$ cat src/rtl/uart_receiver.sv
// 8-bit UART receiver with 2-flop input synchronizer, one-byte holding register and error pulses.
// Optional even-parity bit enabled by defining UART_RECEIVER_PARITY_EN.
module uart_receiver #(
  parameter int unsigned CLKS_PER_BIT = 16
) (
  input  logic       clk,
  input  logic       rst,
  input  logic       rx,
  output logic [7:0] rx_byte,
  output logic       rx_valid,
  input  logic       rx_ready,
  output logic       frame_err,
  output logic       overrun,
  output logic       parity_err
);

  localparam logic [2:0] StIdle   = 3'd0;
  localparam logic [2:0] StStart  = 3'd1;
  localparam logic [2:0] StData   = 3'd2;
  localparam logic [2:0] StParity = 3'd3;
  localparam logic [2:0] StStop   = 3'd4;
  localparam logic [2:0] StBreak  = 3'd5;

  localparam logic [15:0] BitLast  = 16'(CLKS_PER_BIT - 1);
  localparam logic [15:0] HalfLast = 16'(CLKS_PER_BIT / 2 - 1);

  logic       rx_meta_q, rxs_q;
  logic [2:0] state_q, state_d;
  logic [15:0] cnt_q, cnt_d;
  logic [2:0] bit_q, bit_d;
  logic [7:0] shift_q, shift_d;
  logic [7:0] rx_byte_q, rx_byte_d;
  logic       rx_valid_q, rx_valid_d;
  logic       frame_err_q, frame_err_d;
  logic       overrun_q, overrun_d;
  logic       parity_err_q, parity_err_d;
`ifdef UART_RECEIVER_PARITY_EN
  logic       par_q, par_d;
`endif

  always_comb begin
    state_d      = state_q;
    cnt_d        = cnt_q;
    bit_d        = bit_q;
    shift_d      = shift_q;
    rx_byte_d    = rx_byte_q;
    rx_valid_d   = rx_valid_q;
    frame_err_d  = 1'b0;
    overrun_d    = 1'b0;
    parity_err_d = 1'b0;
`ifdef UART_RECEIVER_PARITY_EN
    par_d        = par_q;
`endif
    if (rx_valid_q && rx_ready) rx_valid_d = 1'b0;

    case (state_q)
      StIdle: begin
        cnt_d = '0;
        if (!rxs_q) state_d = StStart;
      end
      StStart: begin
        if (cnt_q == HalfLast) begin
          cnt_d   = '0;
          bit_d   = '0;
          state_d = rxs_q ? StIdle : StData;
        end else begin
          cnt_d = cnt_q + 16'd1;
        end
      end
      StData: begin
        if (cnt_q == BitLast) begin
          cnt_d   = '0;
          shift_d = {rxs_q, shift_q[7:1]};
          bit_d   = bit_q + 3'd1;
          if (bit_q == 3'd7) begin
`ifdef UART_RECEIVER_PARITY_EN
            state_d = StParity;
`else
            state_d = StStop;
`endif
          end
        end else begin
          cnt_d = cnt_q + 16'd1;
        end
      end
      StParity: begin
`ifdef UART_RECEIVER_PARITY_EN
        if (cnt_q == BitLast) begin
          cnt_d   = '0;
          par_d   = rxs_q;
          state_d = StStop;
        end else begin
          cnt_d = cnt_q + 16'd1;
        end
`else
        state_d = StIdle;
`endif
      end
      StStop: begin
        if (cnt_q == BitLast) begin
          cnt_d = '0;
          if (rxs_q) begin
            // Back to idle on the stop-sample edge so an immediate start bit is caught.
            state_d = StIdle;
            if (!rx_valid_q || rx_ready) begin
              rx_byte_d  = shift_q;
              rx_valid_d = 1'b1;
            end else begin
              overrun_d = 1'b1;
            end
`ifdef UART_RECEIVER_PARITY_EN
            parity_err_d = (^shift_q) ^ par_q;
`endif
          end else begin
            frame_err_d = 1'b1;
            state_d     = StBreak;
          end
        end else begin
          cnt_d = cnt_q + 16'd1;
        end
      end
      StBreak: begin
        if (rxs_q) state_d = StIdle;
      end
      default: state_d = StIdle;
    endcase
  end

  always_ff @(posedge clk or posedge rst) begin
    if (rst) begin
      rx_meta_q    <= 1'b1;
      rxs_q        <= 1'b1;
      state_q      <= StIdle;
      cnt_q        <= '0;
      bit_q        <= '0;
      shift_q      <= '0;
      rx_byte_q    <= '0;
      rx_valid_q   <= 1'b0;
      frame_err_q  <= 1'b0;
      overrun_q    <= 1'b0;
      parity_err_q <= 1'b0;
`ifdef UART_RECEIVER_PARITY_EN
      par_q        <= 1'b0;
`endif
    end else begin
      rx_meta_q    <= rx;
      rxs_q        <= rx_meta_q;
      state_q      <= state_d;
      cnt_q        <= cnt_d;
      bit_q        <= bit_d;
      shift_q      <= shift_d;
      rx_byte_q    <= rx_byte_d;
      rx_valid_q   <= rx_valid_d;
      frame_err_q  <= frame_err_d;
      overrun_q    <= overrun_d;
      parity_err_q <= parity_err_d;
`ifdef UART_RECEIVER_PARITY_EN
      par_q        <= par_d;
`endif
    end
  end

  assign rx_byte    = rx_byte_q;
  assign rx_valid   = rx_valid_q;
  assign frame_err  = frame_err_q;
  assign overrun    = overrun_q;
  assign parity_err = parity_err_q;

endmodule

$ cat config.mk
export PLATFORM = sky130hd
export DESIGN_NAME = uart_receiver
export DESIGN_NICKNAME = d
export VERILOG_FILES = /design/src/rtl/uart_receiver.sv
export SDC_FILE = /design/constraint.sdc
export NUM_CORES = 1
export LEC_CHECK = 0
export ABC_AREA = 1
export CORE_MARGIN = 8
export CORE_UTILIZATION = 47
export DETAILED_ROUTE_END_ITERATION = 10
export PLACE_DENSITY = 0.66
export SYNTH_ARGS = -nofsm -noshare
export SYNTH_HDL_FRONTEND = slang
export SYNTH_SLANG_ARGS = --single-unit
$ cat constraint.sdc
create_clock -name clk -period 1.72 [get_ports clk]
set_input_delay 0.43 -clock clk [delete_from_list [all_inputs] [get_ports clk]]
set_output_delay 0.43 -clock clk [all_outputs]
set_load 0.02 [all_outputs]
# Yosys cells after proc, flatten, opt, wreduce, memory -nomap -nowiden
# Cells that the tools add are included.
# word_totals
regBits	43
inputBits	4
elab_cells	63
# op_classes
n_addsub	2
n_eq_ne	13
n_mux	27
reduce_logical	11
# ops
cell	count
16-bit case mux with 3 select lines	1
16-bit two-way mux	2
3-bit two-way mux	9
16-bit by 1-bit adder with 16-bit output (second input constant)	1
16-bit by 3-bit equality test with 1-bit output (second input constant)	1
16-bit by 4-bit equality test with 1-bit output (second input constant)	1
3-bit case mux with 5 select lines	1
1-bit two-way mux	12
2-bit != test (second input constant)	6
3-bit equality test (second input constant)	3
3-bit case mux with 2 select lines	1
6-bit AND reduction	1
4-bit AND reduction	1
3-bit by 1-bit adder with 3-bit output (second input constant)	1
3-bit by 1-bit equality test with 1-bit output (second input constant)	1
3-bit by 2-bit equality test with 1-bit output (second input constant)	1
3-bit logical NOT	1
3-bit AND reduction	1
3-bit nonzero test	1
2-bit two-way mux	1
2-bit AND reduction	1
2-bit nonzero test	1
2-bit OR reduction	1
1-bit logical AND	1
2 further kinds	2

# Depth between registers and ports, before layout
# Gate-level depths: netlist of run 1.
# logic_depth
ltp_word	6
ltp_mapped	11
mapped_depth_nobuf	10

# Worst setup path before layout of run 1
# OpenSTA, ideal clock, no wires.
# synth_timing
kind	register to register
from	register cnt_q[1]
to	register rx_byte_q[1] (netlist: rx_byte[1])
arrival_time_ps	1324
required_ps	1602
slack_ps	277
path_stages_with_launch	8
n_path_buf	1
period_less_slack_ps	1443
cell_sequence	dfrtp_1 -> ha_1 -> nand3_2 -> nor2_4 -> nand4_2 -> buf_6 -> nand2_1 -> o21ai_2
# synth_via
elab_chain_cells	2
# synth_rtl
item	line	source
from (decl)	29	logic [15:0] cnt_q, cnt_d;
from (signal assigned)	149	cnt_q <= cnt_d;
16-bit by 4-bit equality test with 1-bit output	100	if (cnt_q == BitLast) begin
4-bit AND reduction (no source line)	-	
to (signal assigned)	152	rx_byte_q <= rx_byte_d;
to (decl)	32	logic [7:0] rx_byte_q, rx_byte_d;
# Every way passes these cells.
# A chain may end at the register's enable or synchronous reset.

# Worst setup path in the final report of run 1
# layout_timing
from	register rx_byte_q[0] (netlist: rx_byte[0])
to	output rx_byte[0]
# layout_lines
item	line	source
to (decl)	9	output logic [7:0] rx_byte,
# No word-level cell between the ends.

==> impl_metrics.env, run 1 <==
export IMPL_fin_area_um2=2620
export IMPL_grt_max_degree=22
export IMPL_clk_latency_ns=0.29
export IMPL_yosys_area_top_type="dfrtp_1"
export IMPL_antenna_found_initial=0
export IMPL_synthTopCellsByArea="dfrtp_1 45%, nand2_1 16%, o21ai_2 6.2%, nor2_1 4.6%, inv_1 4.2%"
export IMPL_ir_worst_vdd_v=0.000470
export IMPL_area_delta_synth_final_pct=15.7
export IMPL_cap_violations=0
export IMPL_clock_sinks=43
export IMPL_multi_input_area_um2=1050
export IMPL_overflow=0
export IMPL_cts_buffers=5
export IMPL_coreArea_um2=4690
export IMPL_crit_family="buffers and inverters"
export IMPL_port_buffers=14
export IMPL_tritoncts="yes"
export IMPL_seq_area_um2=1080
export IMPL_post_route_period_util_pct=97.3
export IMPL_grt_total_usage_pct=12.8
export IMPL_gp_congestion=0.857
export IMPL_synth_edff_count=0
export IMPL_route_detailed_drc=0
export IMPL_min_path_type="reg2reg"
export IMPL_path_cells="clkdlybuf4s50_1"
export IMPL_min_period_ns=1.67
export IMPL_dpl_cell_area_um2=2490
export IMPL_rsz0062_at_grt="false"
export IMPL_grt_pass1_vias=1657
export IMPL_slowest_delay_ns=0.60
export IMPL_cp_required_ns=1.29
export IMPL_clk_pin_slew_ns=0.09
export IMPL_setup_violations_final=0
export IMPL_die_width_um=85.4
export IMPL_max_freq_ghz=0.597
export IMPL_synth_nets=279
export IMPL_power_uw=2770
export IMPL_ios=16
export IMPL_syn_inst=272
export IMPL_wirelength_um=4260
export IMPL_grt_pass1_wl_um=7540
export IMPL_synth_avg_cell_area_um2=8.31
export IMPL_die_h_um=85.4
export IMPL_final_fill_count=419
export IMPL_synthFlopType="dfrtp_1"
export IMPL_viasPerCell=4.91
export IMPL_final_util_pct=55.7
export IMPL_crit_type="reg2out"
export IMPL_outcome="completed"
export IMPL_finalHoldViolCount=0
export IMPL_drive_above_1_share_pct=17.3
export IMPL_route_vias_total=1714
export IMPL_async_reset_ff_share_pct=100
export IMPL_drt_iter0_drc=104
export IMPL_ys_seq_area_share_pct=47.7
export IMPL_num_antenna_cells=0
export IMPL_htreeDepth=2
export IMPL_initial_core_util_pct=48.2
export IMPL_final_setup_skew_ns=0.00581
export IMPL_clk_path_buf_depth=2
export IMPL_cp_slowest_cell="clkdlybuf4s50_1"
export IMPL_fin_ws_ns=0.0457
export IMPL_powerDensity_nw_per_um2=1060
export IMPL_power_leakage_uw=0.00138
export IMPL_synth_top_area_share_pct=45.4
export IMPL_syn_cell_area_um2=2260
export IMPL_layout_common_cells="95 x nand2_1, 41 x dfrtp_1, 27 x nor2_1"
export IMPL_drtPass1Iterations=4
export IMPL_dpl_hpwl_um=3190
export IMPL_fp_row_count=25
export IMPL_fp_dieArea_um2=7290
export IMPL_worstPathMaxFanout=2
export IMPL_ys_warn_count=0
export IMPL_arrival_ns=1.24
export IMPL_final_common_cell="nand2_1"
export IMPL_finalSetupTns_ns=0
export IMPL_hold_buffers=0
export IMPL_cts_root_buf="clkbuf_8"
export IMPL_ys_ff_latch=43
export IMPL_maxSlewViolCount=0
export IMPL_startpoint_type="flop"
export IMPL_final_nets=301
export IMPL_dp_slack_ns=0.132
export IMPL_cp_end_kind="primary output"
export IMPL_antenna_left=0
export IMPL_synth_distinct_cells=28
export IMPL_wire_per_inst_um=12.2
export IMPL_critPathBufInv=1
## synth_stat cells, types with 2 or more instances
library cell and number:
a21oi_1 2, o21ai_2 16, xor2_1 6, nor3_1 2
nand4_1 5, buf_6 3, nor2_1 28, nand2_1 95
nand2_4 3, o21ai_0 6, inv_1 25, nand3_1 12
ha_1 3, nand3_2 7, nor2_4 2, dfstp_2 2
dfrtp_1 41, nand2_2 3, nand3b_1 2
## final cells by class
cell class	instances	share of cell area, %
Timing Repair Buffer	20	8.71
Multi-Input combinational cell	198	40.1
Clock inverter	3	0.957
Tap cell	54	2.58
Inverter	26	3.73
Clock buffer	5	2.63
Sequential cell	43	41.2
## worst paths after layout
kind	slack, ns	startpoint	cells after the start	end
worst max-delay path	0.05	rx_byte[0]	1	rx_byte[0]
worst min register to register	0.37	rx_meta_q	0	rxs_q
max in group asynchronous	0.84	rst	3	bit_q[2]
worst min-delay path	0.37	rx_meta_q	0	rxs_q
worst max register to register	0.17	cnt_q[1]	8	cnt_q[3]
min in group asynchronous	0.38	rst	2	cnt_q[3]
## metrics by stage
step	instances	hold slack, ns
final	349	0.369
after global routing	349	0.373
after CTS	349	0.370
after detailed placement	341	0.358
after global placement	341	0.345
after floorplan	272	0.345
## worst reg2reg max path, cell delays in order (launching register included)
cell and delay, ns:
dfrtp_1 0.38, ha_1 0.21, nand3_2 0.17, nor2_4 0.21
nand2_2 0.11, nand2_4 0.12, nand2_8 0.11, nand2_1 0.08
o21ai_0 0.08
## where the power goes
| group | internal, uW | leakage [uW] | switching [uW] |
|---|---|---|---|
| registers | 1100 | 0.000587 | 91.4 |
| logic | 282 | 0.000749 | 629 |
| clock network | 291 | 0.0000443 | 371 |
## sequential cells by signal, summed over array words and instances, names as in the netlist, 3 cells and up
| register | count |
|---|---|
| cnt_q | 16 |
| rx_byte | 8 |
| shift_q | 8 |
| bit_q | 3 |
| state_q | 3 |
## metal layers
metal	track usage, %	vias to the layer above	wire length, um
met5	0	-	0
met2	20.4	25	1950
met3	2.61	5	130
met4	4.78	0	50
li1	-	904	-
met1	16.7	780	2130
## kinds of logic (layout without fill, tap and decap cells)
| group | Yosys count | in the layout | share of synthesized area (%) |
|---|---|---|---|
| AND/OR/NAND/NOR | 161 | 161 | 32.8 |
| flip-flops | 43 | 43 | 47.7 |
| buffers and inverters | 31 | 54 | 6.36 |
| AO/OA/AOI/OAI | 26 | 26 | 8.58 |
| XOR/XNOR | 7 | 7 | 2.71 |
| adder cells (fa/ha/maj) | 3 | 3 | 1.66 |
| other | 1 | 1 | 0.166 |
## repair_timing
| action | in CTS | in global routing |
|---|---|---|
| gates resized for setup | 0 | 9 |
| setup endpoints to repair | 0 | 15 |
| setup buffers | 0 | 0 |
Note: power is estimated with default switching activity, not from simulation.
==> run 2: changes to the inputs <==
Settings changed: CORE_UTILIZATION 47 to 40, PLACE_DENSITY 0.66 to 0.59.
==> impl_metrics.env, run 2 (synthesized netlist as in run 1, its figures left out) <==
export IMPL_outcome="completed"
export IMPL_min_path_type="reg2reg"
export IMPL_tightest_slew_ns=0.546
export IMPL_max_freq_ghz=0.594
export IMPL_clk_pin_slew_ns=0.08
export IMPL_overflow=0
export IMPL_rsz0062_at_grt="false"
export IMPL_final_util_pct=49.1
export IMPL_final_nets=305
export IMPL_critPathBufInv=1
export IMPL_worstPathMaxFanout=2
export IMPL_grt_max_degree=23
export IMPL_path_cells="clkdlybuf4s50_1"
export IMPL_gp_congestion=0.842
export IMPL_largest_register="cnt_q"
export IMPL_finalHoldViolCount=0
export IMPL_wirelength_um=4400
export IMPL_viasPerCell=4.73
export IMPL_arrival_ns=1.25
export IMPL_num_antenna_cells=0
export IMPL_largest_register_ffs=16
export IMPL_port_buffers=14
export IMPL_cp_required_ns=1.29
export IMPL_area_delta_synth_final_pct=18.9
export IMPL_maxSlewHeadroom_pct=63.4
export IMPL_maxSlewViolCount=0
export IMPL_crit_type="reg2out"
export IMPL_ir_worst_vdd_v=0.000454
export IMPL_power_leakage_uw=0.00140
export IMPL_powerDensity_nw_per_um2=1080
export IMPL_final_common_cell="nand2_1"
export IMPL_clock_sinks=43
export IMPL_wire_per_inst_um=11.9
export IMPL_grt_pass1_vias=1710
export IMPL_route_detailed_drc=0
export IMPL_grt_pass1_wl_um=7980
export IMPL_tritoncts="yes"
export IMPL_fp_dieArea_um2=8310
export IMPL_ios=16
export IMPL_cts_setup_buffers=0
export IMPL_drt_iter0_drc=97
export IMPL_cp_end_kind="primary output"
export IMPL_setup_violations_final=0
export IMPL_clk_latency_ns=0.30
export IMPL_min_period_ns=1.68
export IMPL_grt_total_usage_pct=11.6
export IMPL_route_vias_total=1753
export IMPL_drtPass1Iterations=4
export IMPL_fin_ws_ns=0.0372
export IMPL_coreArea_um2=5470
export IMPL_fp_row_count=27
export IMPL_drive_above_1_share_pct=18.7
export IMPL_die_width_um=91.2
export IMPL_final_setup_skew_ns=0.00571
export IMPL_die_h_um=91.2
export IMPL_holdWs_ns=0.362
export IMPL_crit_family="buffers and inverters"
export IMPL_finalSetupTns_ns=0
export IMPL_cts_buffers=5
export IMPL_dp_cells=363
export IMPL_cp_slowest_cell="clkdlybuf4s50_1"
export IMPL_dp_slack_ns=0.115
export IMPL_slowest_delay_ns=0.61
export IMPL_post_route_period_util_pct=97.8
export IMPL_dpl_hpwl_um=3300
export IMPL_final_fill_count=528
export IMPL_startpoint_type="flop"
export IMPL_final_cells=371
export IMPL_antenna_left=0
export IMPL_initial_core_util_pct=41.3
export IMPL_antenna_found_initial=0
export IMPL_cts_root_buf="clkbuf_8"
export IMPL_layout_common_cells="95 x nand2_1, 41 x dfrtp_1, 27 x nor2_1"
export IMPL_cap_violations=0
export IMPL_hold_buffers=0
export IMPL_htreeDepth=2
export IMPL_clk_path_buf_depth=2
## run 2: final timing paths
check                           startpoint         end  slack [ns]  cells past startpoint
worst max-delay path            rx_byte[6]  rx_byte[6]        0.04                      1
worst min-delay path             rx_meta_q       rxs_q        0.36                      0
worst max register to register    cnt_q[1]    cnt_q[7]        0.18                      8
worst min register to register   rx_meta_q       rxs_q        0.36                      0
max in group asynchronous              rst  state_q[0]        0.85                      3
min in group asynchronous              rst  rx_byte[4]        0.42                      2
## run 2: cell type report
type	instances	area, um2	area share [%]
Sequential cell	43	1080	40.1
Multi-Input combinational cell	198	1050	39.1
Timing Repair Buffer	24	253	9.40
Inverter	26	97.6	3.63
Tap cell	72	90.1	3.35
Clock buffer	6	82.6	3.07
Clock inverter	2	35.0	1.30
## run 2: power breakdown
part           leakage (uW)  internal (uW)  total (uW)  switching (uW)
Combinational      0.000757            285         904             619
Sequential         0.000587           1100        1190            91.5
Clock             0.0000612            470         812             343
## run 2: what timing repair did
action | 4_1_cts | 5_1_grt
pin swaps | 0 | 0
endpoints found under the setup margin | 2 | 12
hold endpoints to repair | 0 | 0
resized for setup | 2 | 9
## run 2: metal layers
metal,part of all wire (%),vias to the layer above,track usage [%],routed length (um)
met3,3.2,7,2.72,139
met4,2.3,0,6.14,99
met2,44,34,17.2,1920
met1,51,804,15.3,2240
met5,0,-,0,0
li1,-,908,-,-
## run 2: through the flow
| step | instance area (um2) | power (uW) |
|---|---|---|
| 6_report | 2690 | 2910 |
| 3_3_place_gp | 2540 | 2090 |
| 4_1_cts | 2660 | 2920 |
| 5_1_grt | 2690 | 3130 |
| 2_1_floorplan | 2260 | 1900 |
| 3_5_place_dp | 2540 | 2090 |
==> run 3: changes to the inputs <==
Settings changed: CORE_ASPECT_RATIO set to 1.75.
==> impl_metrics.env, run 3 (synthesized netlist as in run 1, its figures left out) <==
export IMPL_antenna_left=0
export IMPL_power_leakage_uw=0.00136
export IMPL_cp_required_ns=1.29
export IMPL_num_antenna_cells=0
export IMPL_layout_common_cells="95 x nand2_1, 41 x dfrtp_1, 27 x nor2_1"
export IMPL_cap_violations=0
export IMPL_overflow=0
export IMPL_critPathBufInv=1
export IMPL_drive_above_1_share_pct=17.5
export IMPL_cp_slowest_cell="clkdlybuf4s50_1"
export IMPL_hp_start="rx_meta_q"
export IMPL_slowest_delay_ns=0.59
export IMPL_ios=16
export IMPL_clk_latency_ns=0.31
export IMPL_gp_congestion=0.830
export IMPL_coreArea_um2=5500
export IMPL_area_delta_synth_final_pct=17.0
export IMPL_port_buffers=14
export IMPL_clk_pin_slew_ns=0.08
export IMPL_final_fill_count=575
export IMPL_die_width_um=72.8
export IMPL_grt_total_usage_pct=12.4
export IMPL_powerDensity_nw_per_um2=1090
export IMPL_grt_pass1_wl_um=8020
export IMPL_fp_dieArea_um2=8410
export IMPL_min_period_ns=1.65
export IMPL_worstPathMaxFanout=1
export IMPL_wl_met3_um=152
export IMPL_arrival_ns=1.22
export IMPL_die_h_um=115
export IMPL_ir_worst_vdd_v=0.000587
export IMPL_post_route_period_util_pct=96.0
export IMPL_setup_violations_final=0
export IMPL_wire_per_inst_um=12.5
export IMPL_largest_register_ffs=16
export IMPL_tritoncts="yes"
export IMPL_largest_register="cnt_q"
export IMPL_startpoint_type="flop"
export IMPL_crit_family="buffers and inverters"
export IMPL_top_layer="met4"
export IMPL_min_path_type="reg2reg"
export IMPL_cp_end_kind="primary output"
export IMPL_dp_cells=365
export IMPL_final_nets=303
export IMPL_crit_start="frame_err"
export IMPL_dpl_hpwl_um=3390
export IMPL_initial_core_util_pct=41.1
export IMPL_finalSetupTns_ns=0
export IMPL_holdWs_ns=0.378
export IMPL_antenna_found_initial=0
export IMPL_max_freq_ghz=0.606
export IMPL_final_setup_skew_ns=0.00905
export IMPL_route_detailed_drc=0
export IMPL_clock_sinks=43
export IMPL_maxSlewViolCount=0
export IMPL_finalHoldViolCount=0
export IMPL_path_cells="clkdlybuf4s50_1"
export IMPL_final_cells=373
export IMPL_cts_root_buf="clkbuf_8"
export IMPL_grt_pass1_vias=1755
export IMPL_htreeDepth=2
export IMPL_cts_buffers=5
export IMPL_rsz0062_at_grt="false"
export IMPL_outcome="completed"
export IMPL_clk_path_buf_depth=2
export IMPL_wirelength_um=4650
export IMPL_grt_max_degree=44
export IMPL_wl_met2_um=2460
export IMPL_wl_met1_um=1890
export IMPL_drt_iter0_drc=53
export IMPL_drtPass1Iterations=4
export IMPL_route_vias_total=1732
export IMPL_fp_row_count=36
export IMPL_crit_type="reg2out"
export IMPL_rr_startpoint="cnt_q[1]"
export IMPL_viasPerCell=4.64
export IMPL_final_common_cell="nand2_1"
## run 3: stage by stage
stage | util [%] | instance area (um2) | power (uW) | setup slack (ns)
finish | 48.2 | 2650 | 2880 | 0.0689
global route | 48.2 | 2650 | 3070 | 0.000286
CTS | 48.0 | 2640 | 2910 | 0.0000229
detailed placement | 46.1 | 2530 | 2110 | 0.123
global placement | 46.1 | 2530 | 2110 | 0.129
floorplan | - | 2260 | 1900 | 0.277
## run 3: routing by layer
metal	up-vias	GRT usage, %
met2	24	21.4
met4	0	7.39
met3	10	2.95
met1	800	13.2
met5	-	0
li1	898	-
## run 3: cell type report
cell class / instances / area [um2] / area share, %
clock buffers: 6 / 72.6 / 2.74
clock inverters: 2 / 37.5 / 1.42
inverters: 26 / 97.6 / 3.69
multi-input cells: 198 / 1040 / 39.3
flip-flops and latches: 43 / 1080 / 40.8
well taps: 76 / 95.1 / 3.59
repair buffers: 22 / 224 / 8.46
## run 3: final timing paths
| kind | end | slack, ns | cells past startpoint |
|---|---|---|---|
| max | frame_err | 0.07 | 1 |
| min | rxs_q | 0.38 | 0 |
| max reg2reg | cnt_q[4] | 0.17 | 10 |
| min reg2reg | rxs_q | 0.38 | 0 |
| max in group asynchronous | rx_meta_q | 0.99 | 3 |
| min in group asynchronous | rx_byte[3] | 0.46 | 3 |
## run 3: what timing repair did
action | in CTS | in global routing
buffers inserted | 0 | 0
resized for setup | 7 | 4
hold buffers | 0 | 0
gates cloned | 0 | 0
pin swaps | 0 | 1
setup endpoints to repair | 7 | 6
## run 3: where the power goes
| part | total [uW] | switching [uW] | internal, uW |
|---|---|---|---|
| combinational | 889 | 623 | 265 |
| clock | 795 | 362 | 433 |
| sequential | 1190 | 90.1 | 1100 |
